## config.mk

```make
export PLATFORM = sky130hd
export DESIGN_NAME = mem_wb_pipe_reg_flat
export DESIGN_NICKNAME = d
export VERILOG_FILES = /design/src/rtl/mem_wb_pipe_reg_if.sv /design/src/rtl/mem_wb_pipe_reg.sv /design/src/flat_wrapper.sv
export SDC_FILE = /design/constraint.sdc
export NUM_CORES = 1
export LEC_CHECK = 0
export BUFFER_PORTS_ARGS = -buffer_cell sky130_fd_sc_hd__clkbuf_2
export CORE_MARGIN = 5
export CORE_UTILIZATION = 40
export CTS_CLUSTER_SIZE = 24
export DETAILED_ROUTE_END_ITERATION = 16
export PLACE_DENSITY = 0.66
export RECOVER_POWER = 25
export SYNTH_ARGS = -nofsm -noshare
export SYNTH_HDL_FRONTEND = slang
export SYNTH_SLANG_ARGS = --single-unit
```

## constraint.sdc

```tcl
create_clock -name clk -period 1.7 [get_ports clk]
set_input_delay 0.17 -clock clk [delete_from_list [all_inputs] [get_ports clk]]
set_output_delay 0.17 -clock clk [all_outputs]
set_load 0.02 [all_outputs]
```

## src/rtl/mem_wb_pipe_reg_if.sv

```systemverilog
// Handshake and data bundle between the MEM stage, the MEM/WB register and the WB consumer.
// slave is the pipeline register's view; master is the surrounding pipeline's view.
interface mem_wb_pipe_reg_if #(
    parameter int DATA_W     = 32,
    parameter int REG_ADDR_W = 5
);
    logic                  in_valid;
    logic                  in_ready;
    logic [DATA_W-1:0]     in_read_data;
    logic [DATA_W-1:0]     in_alu_result;
    logic [REG_ADDR_W-1:0] in_write_reg;
    logic                  in_reg_write;
    logic                  in_mem_to_reg;

    logic                  out_valid;
    logic                  out_ready;
    logic [DATA_W-1:0]     out_read_data;
    logic [DATA_W-1:0]     out_alu_result;
    logic [REG_ADDR_W-1:0] out_write_reg;
    logic                  out_reg_write;
    logic                  out_mem_to_reg;
    logic [DATA_W-1:0]     out_wb_data;

    modport master (
        output in_valid, in_read_data, in_alu_result, in_write_reg, in_reg_write, in_mem_to_reg,
        output out_ready,
        input  in_ready,
        input  out_valid, out_read_data, out_alu_result, out_write_reg, out_reg_write,
        input  out_mem_to_reg, out_wb_data
    );

    modport slave (
        input  in_valid, in_read_data, in_alu_result, in_write_reg, in_reg_write, in_mem_to_reg,
        input  out_ready,
        output in_ready,
        output out_valid, out_read_data, out_alu_result, out_write_reg, out_reg_write,
        output out_mem_to_reg, out_wb_data
    );
endinterface

```

## src/rtl/mem_wb_pipe_reg.sv

```systemverilog
// MEM/WB pipeline register with valid/ready handshake, synchronous flush and registered writeback mux.
// Define MEM_WB_SKID_EN for a two-entry skid buffer with registered in_ready.
module mem_wb_pipe_reg #(
    parameter int DATA_W     = 32,
    parameter int REG_ADDR_W = 5
) (
    input  logic             clk,
    input  logic             rst_n,
    input  logic             flush,
    mem_wb_pipe_reg_if.slave bus
);

    typedef struct packed {
        logic [DATA_W-1:0]     read_data;
        logic [DATA_W-1:0]     alu_result;
        logic [DATA_W-1:0]     wb_data;
        logic [REG_ADDR_W-1:0] write_reg;
        logic                  reg_write;
        logic                  mem_to_reg;
    } entry_t;

`ifdef MEM_WB_SKID_EN
    typedef enum logic [1:0] {EMPTY, ONE, FULL} state_t;
`else
    typedef enum logic [0:0] {EMPTY, ONE} state_t;
`endif

    state_t r_state;
    state_t w_next_state;
    entry_t r_head;
    entry_t w_in_entry;
    logic   w_in_xfer;
    logic   w_out_xfer;
    logic   w_out_valid;
    logic   w_load_head;

`ifdef MEM_WB_SKID_EN
    entry_t r_skid;
    logic   r_in_ready;
    logic   w_load_skid;
    logic   w_head_from_skid;
`endif

    // The writeback mux is resolved at capture so WB sees a register, not a mux.
    always_comb begin
        w_in_entry            = '0;
        w_in_entry.read_data  = bus.in_read_data;
        w_in_entry.alu_result = bus.in_alu_result;
        w_in_entry.wb_data    = bus.in_mem_to_reg ? bus.in_read_data : bus.in_alu_result;
        w_in_entry.write_reg  = bus.in_write_reg;
        w_in_entry.reg_write  = bus.in_reg_write;
        w_in_entry.mem_to_reg = bus.in_mem_to_reg;
    end

    assign w_out_valid = (r_state != EMPTY);

`ifdef MEM_WB_SKID_EN
    assign bus.in_ready = r_in_ready || flush;
`else
    assign bus.in_ready = !w_out_valid || bus.out_ready || flush;
`endif

    assign w_in_xfer  = bus.in_valid && bus.in_ready;
    assign w_out_xfer = w_out_valid && bus.out_ready;

    always_comb begin
        w_next_state = r_state;
        w_load_head  = 1'b0;
`ifdef MEM_WB_SKID_EN
        w_load_skid      = 1'b0;
        w_head_from_skid = 1'b0;
`endif
        if (flush) begin
            w_next_state = EMPTY;
        end else begin
            case (r_state)
                EMPTY: begin
                    if (w_in_xfer) begin
                        w_next_state = ONE;
                        w_load_head  = 1'b1;
                    end
                end
                ONE: begin
                    if (w_in_xfer && w_out_xfer) begin
                        w_load_head = 1'b1;
                    end else if (w_out_xfer) begin
                        w_next_state = EMPTY;
`ifdef MEM_WB_SKID_EN
                    end else if (w_in_xfer) begin
                        w_next_state = FULL;
                        w_load_skid  = 1'b1;
`endif
                    end
                end
`ifdef MEM_WB_SKID_EN
                FULL: begin
                    if (w_out_xfer) begin
                        w_next_state     = ONE;
                        w_head_from_skid = 1'b1;
                    end
                end
`endif
                default: w_next_state = EMPTY;
            endcase
        end
    end

    always_ff @(posedge clk or negedge rst_n) begin
        if (!rst_n) begin
            r_state <= EMPTY;
        end else begin
            r_state <= w_next_state;
        end
    end

    always_ff @(posedge clk or negedge rst_n) begin
        if (!rst_n) begin
            r_head <= '0;
        end else if (w_load_head) begin
            r_head <= w_in_entry;
`ifdef MEM_WB_SKID_EN
        end else if (w_head_from_skid) begin
            r_head <= r_skid;
`endif
        end
    end

`ifdef MEM_WB_SKID_EN
    // in_ready is taken from the next state so it never depends on out_ready combinationally.
    always_ff @(posedge clk or negedge rst_n) begin
        if (!rst_n) begin
            r_skid     <= '0;
            r_in_ready <= 1'b1;
        end else begin
            if (w_load_skid) begin
                r_skid <= w_in_entry;
            end
            r_in_ready <= (w_next_state != FULL);
        end
    end
`endif

    assign bus.out_valid      = w_out_valid;
    assign bus.out_read_data  = r_head.read_data;
    assign bus.out_alu_result = r_head.alu_result;
    assign bus.out_write_reg  = r_head.write_reg;
    assign bus.out_mem_to_reg = r_head.mem_to_reg;
    assign bus.out_wb_data    = r_head.wb_data;
    assign bus.out_reg_write  = r_head.reg_write && w_out_valid && (r_head.write_reg != '0);

endmodule

```

## src/flat_wrapper.sv

```systemverilog
// flat-port wrapper written by rule: the top's interface ports become plain ports
module mem_wb_pipe_reg_flat 
#(
    parameter int DATA_W     = 32,
    parameter int REG_ADDR_W = 5
)
  (clk, rst_n, flush, bus_in_valid, bus_in_read_data, bus_in_alu_result, bus_in_write_reg, bus_in_reg_write, bus_in_mem_to_reg, bus_out_ready, bus_in_ready, bus_out_valid, bus_out_read_data, bus_out_alu_result, bus_out_write_reg, bus_out_reg_write, bus_out_mem_to_reg, bus_out_wb_data);
  mem_wb_pipe_reg_if #(.DATA_W(DATA_W), .REG_ADDR_W(REG_ADDR_W)) bus_i ();
  input  logic clk;
  input  logic rst_n;
  input  logic flush;
  input wire logic [$bits(bus_i.in_valid)-1:0] bus_in_valid;
  input wire logic [$bits(bus_i.in_read_data)-1:0] bus_in_read_data;
  input wire logic [$bits(bus_i.in_alu_result)-1:0] bus_in_alu_result;
  input wire logic [$bits(bus_i.in_write_reg)-1:0] bus_in_write_reg;
  input wire logic [$bits(bus_i.in_reg_write)-1:0] bus_in_reg_write;
  input wire logic [$bits(bus_i.in_mem_to_reg)-1:0] bus_in_mem_to_reg;
  input wire logic [$bits(bus_i.out_ready)-1:0] bus_out_ready;
  output wire logic [$bits(bus_i.in_ready)-1:0] bus_in_ready;
  output wire logic [$bits(bus_i.out_valid)-1:0] bus_out_valid;
  output wire logic [$bits(bus_i.out_read_data)-1:0] bus_out_read_data;
  output wire logic [$bits(bus_i.out_alu_result)-1:0] bus_out_alu_result;
  output wire logic [$bits(bus_i.out_write_reg)-1:0] bus_out_write_reg;
  output wire logic [$bits(bus_i.out_reg_write)-1:0] bus_out_reg_write;
  output wire logic [$bits(bus_i.out_mem_to_reg)-1:0] bus_out_mem_to_reg;
  output wire logic [$bits(bus_i.out_wb_data)-1:0] bus_out_wb_data;
  assign bus_i.in_valid = bus_in_valid;
  assign bus_i.in_read_data = bus_in_read_data;
  assign bus_i.in_alu_result = bus_in_alu_result;
  assign bus_i.in_write_reg = bus_in_write_reg;
  assign bus_i.in_reg_write = bus_in_reg_write;
  assign bus_i.in_mem_to_reg = bus_in_mem_to_reg;
  assign bus_i.out_ready = bus_out_ready;
  assign bus_in_ready = bus_i.in_ready;
  assign bus_out_valid = bus_i.out_valid;
  assign bus_out_read_data = bus_i.out_read_data;
  assign bus_out_alu_result = bus_i.out_alu_result;
  assign bus_out_write_reg = bus_i.out_write_reg;
  assign bus_out_reg_write = bus_i.out_reg_write;
  assign bus_out_mem_to_reg = bus_i.out_mem_to_reg;
  assign bus_out_wb_data = bus_i.out_wb_data;
  mem_wb_pipe_reg #(.DATA_W(DATA_W), .REG_ADDR_W(REG_ADDR_W)) u_core (.clk(clk), .rst_n(rst_n), .flush(flush), .bus(bus_i));
endmodule
```

# Yosys cells after proc, flatten, opt, wreduce, memory -nomap -nowiden
# Cells that the tools add are included.
[totals] reg_bits=104 inputBits=76
[op_classes] mux=9 bitwise_logic=1 reduce_logical=9
[op_table] operator="two-way mux 32 bit" n=1
[op_table] operator="two-way mux 1 bit" n=6
[op_table] operator="logical AND 1 bit" n=5
[op_table] operator="nonzero test 5 bit" n=1
[op_table] operator="one-hot mux 1 bit (2 select lines)" n=2
[op_table] operator="logical OR 1 bit" n=2
[op_table] operator="zero test 1 bit" n=1
[op_table] operator="NOT 1 bit" n=1

# Longest topological paths before layout
# Gate-level depths: netlist of run 1.
[logic_depth] word_depth=8 depth_mapped=5 depth_no_buf=3

# Worst setup path after synthesis of run 1
# No wires, ideal clock.
[synth_path] path_type="reg-to-reg" from="register u_core.r_state (netlist: u_core.bus.out_valid)" to="register u_core.r_head (netlist bit u_core.bus.out_alu_result[0])" setup_time_ns=0.125 t_arrival_ns=1.364 t_required_ns=1.575 slack_ns=0.211 path_stages_with_launch=5 period_less_slack_ns=1.489 path_cell_list="dfrtp_1 -> a211o_1 -> buf_6 -> buf_6 -> mux2_4"
[synth_via] elab_chain_len=8 elab_cells_between_ends=11
[synth_rtl] element="start: declaration" line_no="mem_wb_pipe_reg.sv:28" rtl="state_t r_state;"
[synth_rtl] element="start signal: assignment" line_no="mem_wb_pipe_reg.sv:112" rtl="r_state <= w_next_state;"
[synth_rtl] element="zero test 1 bit" line_no="mem_wb_pipe_reg.sv:60" rtl="assign bus.in_ready = !w_out_valid || bus.out_ready || flush;"
[synth_rtl] element="logical OR 1 bit (2 in series)" line_no="mem_wb_pipe_reg.sv:60"
[synth_rtl] element="logical AND 1 bit" line_no="mem_wb_pipe_reg.sv:63" rtl="assign w_in_xfer = bus.in_valid && bus.in_ready;"
[synth_rtl] element="logical AND 1 bit" line_no="mem_wb_pipe_reg.sv:84" rtl="if (w_in_xfer && w_out_xfer) begin"
[synth_rtl] element="two-way mux 1 bit" line_no="mem_wb_pipe_reg.sv:84"
[synth_rtl] element="one-hot mux 1 bit (2 select lines) *" line_no="mem_wb_pipe_reg.sv:76" rtl="case (r_state)"
[synth_rtl] element="two-way mux 1 bit *" line_no="mem_wb_pipe_reg.sv:73" rtl="if (flush) begin"
[synth_rtl] element="end signal: assignment" line_no="mem_wb_pipe_reg.sv:120" rtl="r_head <= w_in_entry;"
[synth_rtl] element="end: declaration" line_no="mem_wb_pipe_reg.sv:30" rtl="entry_t r_head;"
# Mark *: on every way between the ends. The rest lies on a longest branch, timed or not.
# A chain may end at the register's enable or synchronous reset.

# Final worst setup path of run 1
[layout_path] from="register u_core.r_head (netlist bit u_core.bus.out_write_reg[0])" to="output port bus_out_reg_write"
[layout_via] elab_chain_len=2
[layout_rtl] element="nonzero test 5 bit" line_no="mem_wb_pipe_reg.sv:149" rtl="assign bus.out_reg_write = r_head.reg_write && w_out_valid && (r_head.write_reg != '0);"
[layout_rtl] element="logical AND 1 bit" line_no="mem_wb_pipe_reg.sv:149"
[layout_rtl] element="end: declaration" line_no="flat_wrapper.sv:24" rtl="output wire logic [$bits(bus_i.out_reg_write)-1:0] bus_out_reg_write;"
# No other way between the ends.

==> reports/metrics.cfg, run 1 <==
[status]
outcome = finished, violations left
violations = setup timing

[detailed_routing]
totalWireLength_um = 10100
dr.first_iter.drc_count = 94
vias = 2809
via_per_inst = 4.49
drtAntennaViolNets = 0
drc = 0
first_pass_iters = 4
wire_per_inst_um = 16.1

[yosys]
synth-compound-area-share = 0.00447
yosys.cell_types.count = 13
synth_xor_area_frac = 0
seq_area_frac_synth = 0.490
synth_top_cell_by_area = dfrtp_1
yosysMostFrequentCell = dfrtp_1
synth_area_sq_um = 5310
syn_inst = 362
async_reset_ff_frac = 1.00
synth_area_per_cell_sq_um = 14.7
synth_edf_count = 0
syn-num-nets = 438
muxShareOfSynthArea = 0.336
yosys_warnings = 0
yosys_register_bits = 104
synth-adder-area-share = 0
synth_top_area_share = 0.490
synth_commonest_cells = 104 x dfrtp_1, 101 x buf_4, 70 x mux2_4
yosys_most_used_dff = dfrtp_1
synthSimpleGateAreaFrac = 0.00259
netlist_top_cells_area = dfrtp_1 49%, mux2_4 20%, buf_4 14%
synth_top_family_by_area = multiplexers

[global_routing]
first_global_vias = 3074
antenna_found_initial = 0
overflow = 0
grt_max_degree = 63
grt_pass1_wl_um = 16700
grt_util_all_layers = 0.133

[setup_path]
slowest_delay_ns = 0.40
critical_path_required_ns = 1.53
startpoint_type = flop
crit_arrival_ns = 1.56
path_cells = or3_1 > o311a_1 > clkbuf_8
crit_path_end_kind = output pin
worstSetupPathType = flop to output pin
cp_max_fo = 2
path_depth = 3
critPathSlowestCell = dfrtp_1
crit_family = flip-flops
reg2reg_depth = 3
critPathBufInv = 1

[sta]
slew_violations = 0
hold_violations = 0
skew_ns = 0.00578
period_needed_ns = 1.73
max_freq_mhz = 579
post-route-period-util = 1.02
maxSlewHeadroom = 0.586
worst_slew_pin_slew_ns = 0.621
rsz0062_at_grt = true
holdWs_ns = 0.0521
setup_viol = 1
worst_slack_ns = -0.0282

[clocking]
root_buffer = clkbuf_16
clkTransAtPathRegs_ns = 0.07
cts_buffers = 9
cts_tree = built
htree_levels = 3
cts_max_path_buffers = 2
cts_sinks = 104
clk_latency_ns = 0.35

[worst_hold_path]
hold_depth = 2
min_path_type = input pin to flop

[layout]
num_antenna_cells = 0
drive_gt1_frac = 0.753
utilization = 0.455
area_delta_synth_final_pct = 12.6
fill_cells = 1179
design_area_sq_um = 5980
fin_cells = 626
nNetsFinal = 521

[place]
hpwl_um = 7450
port-buffer-count = 180
gp_congestion = 0.721
placed_cell_area_sq_um = 5660
place_inst = 607

[power]
powerDensity_nw_per_um2 = 1240
ir_drop_v = 0.000670
p_leak_nw = 3.10

[floorplanning]
core_area_sq_um = 13100
ios = 181
dieArea_sq_um = 15700
start_util = 0.404
core.rowCount = 42
fp.dieW_um = 125
fp.dieH_um = 125

[job]
max_cap_violations = 0

[where the power goes]
part           switching, mW  leakage, nW  internal (mW)
logic                   1.08         1.72          0.976
clock network          0.967        0.150           1.17
registers              0.270         1.22           2.92
[per-stage QoR]
| step | TNS (ns) | worst slack, ns | total power [mW] |
|---|---|---|---|
| finish | -0.0282 | -0.0282 | 7.39 |
| global route | -0.0829 | -0.0829 | 7.76 |
| CTS | -0.0629 | -0.0629 | 7.52 |
| detailed placement | 0 | 0.181 | 5.32 |
| global placement | 0 | 0.226 | 5.26 |
| floorplan | 0 | 0.211 | 5.15 |
[path summary, 6_finish.rpt]
path | start | endpoint | slack [ns]
min in group asynchronous | rst_n | u_core.bus.out_write_reg[4] | 0.36
max in group asynchronous | rst_n | u_core.bus.out_wb_data[17] | 0.28
worst max register to register | u_core.bus.out_valid | u_core.bus.out_alu_result[18] | 0.17
worst min-delay path | bus_in_write_reg[0] | u_core.bus.out_write_reg[0] | 0.05
worst min register to register | u_core.bus.out_read_data[27] | u_core.bus.out_read_data[27] | 0.51
worst max-delay path | u_core.bus.out_write_reg[0] | bus_out_reg_write | -0.03
[cell type report]
cell class,count,area [sq um],share of cell area
Timing Repair Buffer,188,1010,0.169
Clock inverter,7,86.3,0.0144
Sequential cell,104,2600,0.435
Multi-Input combinational cell,140,1830,0.306
Clock buffer,9,225,0.0377
Inverter,2,7.51,0.00126
Tap cell,176,220,0.0368
[repair_timing]
action                                  in CTS  in global routing
setup buffers                                2                  0
endpoints found under the hold margin       23                  0
pin swaps                                    0                  0
resized for setup                            2                  0
endpoints found under the setup margin       1                  1
hold buffers                                 1                  0
[layer usage]
| metal | up-vias | wire [um] | track usage |
|---|---|---|---|
| met1 | 1391 | 4200 | 0.162 |
| met5 | - | 0 | 0 |
| li1 | 1298 | - | - |
| met2 | 104 | 4900 | 0.210 |
| met4 | 0 | 209 | 0.0491 |
| met3 | 16 | 791 | 0.0563 |
[cell usage in the layout, fill, tap and decap left out]
cell type | Yosys | final
inv_1 | 2 | 2
nand3b_1 | 1 | 1
mux2_2 | 65 | 65
o311a_1 | 1 | 1
bufinv_16 | 0 | 1
dlygate4sd3_1 | 0 | 1
mux2_4 | 70 | 70
inv_6 | 0 | 1
buf_4 | 101 | 2
inv_8 | 0 | 2
clkinv_4 | 0 | 2
clkbuf_4 | 0 | 2
dfrtp_1 | 104 | 104
buf_12 | 0 | 3
clkinvlp_4 | 0 | 1
clkbuf_2 | 0 | 179
or3_1 | 1 | 1
o21ai_0 | 1 | 1
clkbuf_8 | 0 | 1
a211o_4 | 0 | 1
clkbuf_16 | 0 | 9
[worst register-to-register path, cell delays in order, from the launching register on]
cell and delay, ns:
dfrtp_1 0.42, a211o_4 0.37, buf_12 0.23, mux2_4 0.40
[kinds of logic after synthesis]
logic type | Yosys count
buffers and inverters | 118
AO/OA/AOI/OAI | 3
multiplexers | 135
AND/OR/NAND/NOR | 2
flip-flops | 104
Power figures use the tool's default switching activity.
==> run 2: changes to the inputs <==
--- a/config.mk
+++ b/config.mk
@@ -10,8 +10,9 @@
 export CORE_UTILIZATION = 40
 export CTS_CLUSTER_SIZE = 24
 export DETAILED_ROUTE_END_ITERATION = 16
-export PLACE_DENSITY = 0.66
+export PLACE_DENSITY = 0.76
 export RECOVER_POWER = 25
+export SLEW_MARGIN = 20
 export SYNTH_ARGS = -nofsm -noshare
 export SYNTH_HDL_FRONTEND = slang
 export SYNTH_SLANG_ARGS = --single-unit
==> run 2 against run 1 <==
Net effect:
- the flow still finishes with violations (setup timing)
- die area is the same
- worst setup slack gained 0.017 ns
- sequential share of layout area increased by 0.14 points
- via count up 0.28%
- core utilization decreased by 0.14 points
- largest cell class unchanged
==> reports/metrics.cfg, run 2 (synthesis gave the netlist of run 1 again) <==
[status]
violations = setup timing
outcome = finished, violations left

[sta]
maxSlewHeadroom = 0.509
worst_slack_ns = -0.0108
rsz0062_at_grt = true
max_freq_mhz = 585
worst_slew_pin_slew_ns = 0.736
skew_ns = 0.00470
post-route-period-util = 1.01
period_needed_ns = 1.71
slew_violations = 0
setup_viol = 1
setup_tns_ns = -0.0108
hold_violations = 0

[global_routing]
antenna_found_initial = 0
overflow = 0
first_global_vias = 3148
grt_util_all_layers = 0.128
grt_pass1_wl_um = 16400
grt_max_degree = 55

[setup_path]
critPathSlowestCell = dfrtp_1
startpoint_type = flop
reg2reg_slack_ns = 0.19
critical_path_required_ns = 1.53
slowest_delay_ns = 0.38
cp_max_fo = 2
worstSetupPathType = flop to output pin
path_cells = or3_1 > o311a_1 > clkbuf_8
crit_path_end_kind = output pin
crit_arrival_ns = 1.54

[power]
power_mw = 7.28
p_leak_nw = 3.09
powerDensity_nw_per_um2 = 1220
ir_drop_v = 0.000526

[floorplanning]
fp.dieH_um = 125
start_util = 0.404
dieArea_sq_um = 15700
ios = 181
core.rowCount = 42
core_area_sq_um = 13100
fp.dieW_um = 125

[detailed_routing]
drc = 0
vias = 2817
drtAntennaViolNets = 0
dr.first_iter.drc_count = 83
via_per_inst = 4.50
totalWireLength_um = 9930
first_pass_iters = 4
wire_per_inst_um = 15.9

[layout]
drive_gt1_frac = 0.751
final_cell_mix = 179 x clkbuf_2, 104 x dfrtp_1, 70 x mux2_4
final_common_cell = clkbuf_2
num_antenna_cells = 0
area_delta_synth_final_pct = 12.2
nNetsFinal = 521

[clocking]
cts_tree = built
cts_buffers = 9
htree_levels = 3
clkTransAtPathRegs_ns = 0.07
cts_sinks = 104
root_buffer = clkbuf_16
cts_max_path_buffers = 2
clk_latency_ns = 0.34

[worst_hold_path]
min_path_type = input pin to flop

[place]
hpwl_um = 7300
gp_congestion = 0.732
port-buffer-count = 180

[job]
max_cap_violations = 0

==> run 2: report_power, final <==
group	leakage (nW)	total (mW)	internal (mW)	switching, mW
Sequential	1.22	3.20	2.92	0.275
Clock	0.138	2.03	1.13	0.897
Combinational	1.73	2.05	0.977	1.07
==> run 2: area by class of cell <==
cell class                      count  area [sq um]
Clock buffer                       10           229
Timing Repair Buffer              188          1010
Sequential cell                   104          2600
Multi-Input combinational cell    140          1830
Fill cell                        1192          7180
Clock inverter                      6          60.1
Inverter                            2          7.51
Tap cell                          176           220
==> run 2: path summary, 6_finish.rpt <==
check / to / cells after the start / startpoint
setup / recovery: bus_out_reg_write / 3 / u_core.bus.out_write_reg[1]
hold / removal: u_core.bus.out_write_reg[1] / 2 / bus_in_write_reg[1]
min in group asynchronous: u_core.bus.out_read_data[2] / 2 / rst_n
max in group asynchronous: u_core.bus.out_alu_result[16] / 3 / rst_n
hold reg to reg: u_core.bus.out_wb_data[10] / 1 / u_core.bus.out_wb_data[10]
setup reg to reg: u_core.bus.out_alu_result[16] / 3 / u_core.bus.out_valid
==> run 2: metal layers <==
metal	wire length, um	global-route usage	up-vias
met5	0	0	-
met4	144	0.0402	0
met3	754	0.0503	13
met2	4800	0.211	110
met1	4230	0.157	1403
li1	-	-	1291
==> run 2: timing repair <==
action | 4_1_cts | 5_1_grt
endpoints found under the setup margin | 1 | 1
buffers inserted | 2 | 0
resized for setup | 2 | 0
pin swaps | 0 | 0
hold endpoints to repair | 27 | 0
hold buffers | 1 | 0
==> run 2: stage by stage <==
step / utilization / setup WS (ns) / std cells / cell area, sq um / hold WS (ns)
global route: 0.454 / -0.0717 / 626 / 5960 / 0.0366
CTS: 0.455 / -0.0388 / 626 / 5970 / 0.0403
finish: 0.454 / -0.0108 / 626 / 5960 / 0.0599
floorplan: - / 0.211 / 362 / 5310 / -0.126
global placement: 0.430 / 0.251 / 607 / 5650 / 0.117
detailed placement: 0.430 / 0.203 / 607 / 5650 / 0.124
==> run 2: worst max-delay path: cells and delay by family, from the launching register on <==
kind,cells,cell delay [ns]
flops,1,0.38
compound gates,1,0.30
buf+inv,1,0.16
simple gates,1,0.37
==> run 3: changes to the inputs <==
--- a/config.mk
+++ b/config.mk
@@ -10,6 +10,7 @@
 export CORE_UTILIZATION = 40
 export CTS_CLUSTER_SIZE = 24
 export DETAILED_ROUTE_END_ITERATION = 16
+export MAX_ROUTING_LAYER = met4
 export PLACE_DENSITY = 0.76
 export RECOVER_POWER = 25
 export SLEW_MARGIN = 20
==> run 3 against run 2 <==
Net effect:
- clock skew increased by 0.00062 ns
- critical endpoint unchanged
- first-iteration DRC count increased by 13%
- global-route usage increased by 0.40 points
- largest cell class unchanged
- the flow still finishes with violations (setup timing)
==> reports/metrics.cfg, run 3 (synthesis gave the netlist of run 1 again) <==
[status]
outcome = finished, violations left
violations = setup timing

[detailed_routing]
dr.first_iter.drc_count = 94
wire_per_inst_um = 15.9
drc = 0
first_pass_iters = 4
via_per_inst = 4.50
vias = 2816
totalWireLength_um = 9940
drtAntennaViolNets = 0

[floorplanning]
dieArea_sq_um = 15700
core_area_sq_um = 13100
ios = 181
core.rowCount = 42
start_util = 0.404
fp.dieH_um = 125
fp.dieW_um = 125

[setup_path]
critPathSlowestCell = dfrtp_1
crit_family = flip-flops
startpoint = u_core.bus.out_write_reg[1]
cp_max_fo = 2
critPathBufInv = 1
path_depth = 3
critical_path_required_ns = 1.53
slowest_delay_ns = 0.38
worstSetupPathType = flop to output pin
crit_path_end_kind = output pin
crit_arrival_ns = 1.54
path_cells = or3_1 > o311a_1 > clkbuf_8
reg2reg_depth = 3
startpoint_type = flop
timing.rr.start = u_core.bus.out_valid

[place]
port-buffer-count = 180
hpwl_um = 7300
gp_congestion = 0.741

[layout]
final_cell_mix = 179 x clkbuf_2, 104 x dfrtp_1, 70 x mux2_4
nNetsFinal = 521
drive_gt1_frac = 0.751
final_common_cell = clkbuf_2
area_delta_synth_final_pct = 12.2
fill_cells = 1192
utilization = 0.454
regArea_sq_um = 2600
num_antenna_cells = 0
multi_input_area_sq_um = 1830

[global_routing]
grt_pass1_wl_um = 16400
first_global_vias = 3146
overflow = 0
antenna_found_initial = 0
grt_util_all_layers = 0.132
grt_max_degree = 55

[sta]
setup_tns_ns = -0.00983
hold_violations = 0
worst_slew_pin_slew_ns = 0.740
period_needed_ns = 1.71
skew_ns = 0.00532
post-route-period-util = 1.01
rsz0062_at_grt = true
maxSlewHeadroom = 0.507
max_freq_mhz = 585
slew_violations = 0
worst_slack_ns = -0.00983
setup_viol = 1

[worst_hold_path]
hp-start = bus_in_write_reg[1]
hold_depth = 2
min_path_type = input pin to flop

[clocking]
cts_sinks = 104
root_buffer = clkbuf_16
cts_buffers = 9
cts_max_path_buffers = 2
cts_tree = built
clkTransAtPathRegs_ns = 0.07
htree_levels = 3
clk_latency_ns = 0.34

[job]
max_cap_violations = 0

[power]
powerDensity_nw_per_um2 = 1220
p_leak_nw = 3.09
ir_drop_v = 0.000527

-- run 3: worst paths after layout --
path	end	slack (ns)
hold / removal	u_core.bus.out_write_reg[1]	0.06
setup / recovery	bus_out_reg_write	-0.01
hold reg to reg	u_core.bus.out_wb_data[10]	0.51
max in group asynchronous	u_core.bus.out_alu_result[16]	0.33
setup reg to reg	u_core.bus.out_alu_result[16]	0.19
min in group asynchronous	u_core.bus.out_read_data[2]	0.43
-- run 3: power by group --
group / switching, mW / leakage (nW) / total, mW / internal (mW)
registers: 0.276 / 1.22 / 3.20 / 2.92
logic: 1.07 / 1.73 / 2.05 / 0.977
clock network: 0.896 / 0.138 / 2.03 / 1.13
-- run 3: area by class of cell --
type	instances	share of cell area
flip-flops and latches	104	0.437
multi-input cells	140	0.307
repair buffers	188	0.170
clock buffers	10	0.0384
well taps	176	0.0369
clock inverters	6	0.0101
inverters	2	0.00126
-- run 3: layer usage --
metal / part of all wire / vias to the layer above / wire length [um] / GRT usage
met4: 0.015 / 0 / 150 / 0.0402
met5: 0 / - / 0 / -
met1: 0.44 / 1408 / 4340 / 0.161
li1: - / 1288 / - / -
met3: 0.062 / 12 / 613 / 0.0431
met2: 0.49 / 108 / 4830 / 0.211
-- run 3: timing repair --
action                                  CTS  global route
hold buffers                              1             0
endpoints found under the hold margin    27             0
gates resized for setup                   2             0
endpoints found under the setup margin    1             1
setup buffers                             2             0
-- run 3: worst reg2reg max path, cell delays in order, from the launching register on --
cell	delay [ns]
dfrtp_1	0.42
a211o_4	0.37
buf_12	0.21
mux2_4	0.39
-- run 3: stage by stage --
stage                     instance area, sq um  hold slack (ns)  power [mW]  worst slack, ns  std cells
final                                     5960           0.0607        7.28         -0.00983        626
after global routing                      5960           0.0366        7.63          -0.0718        626
after CTS                                 5970           0.0403        7.39          -0.0388        626
after detailed placement                  5650            0.124        5.31            0.203        607
after global placement                    5650            0.117        5.24            0.251        607
after floorplan                           5310           -0.126        5.15            0.211        362
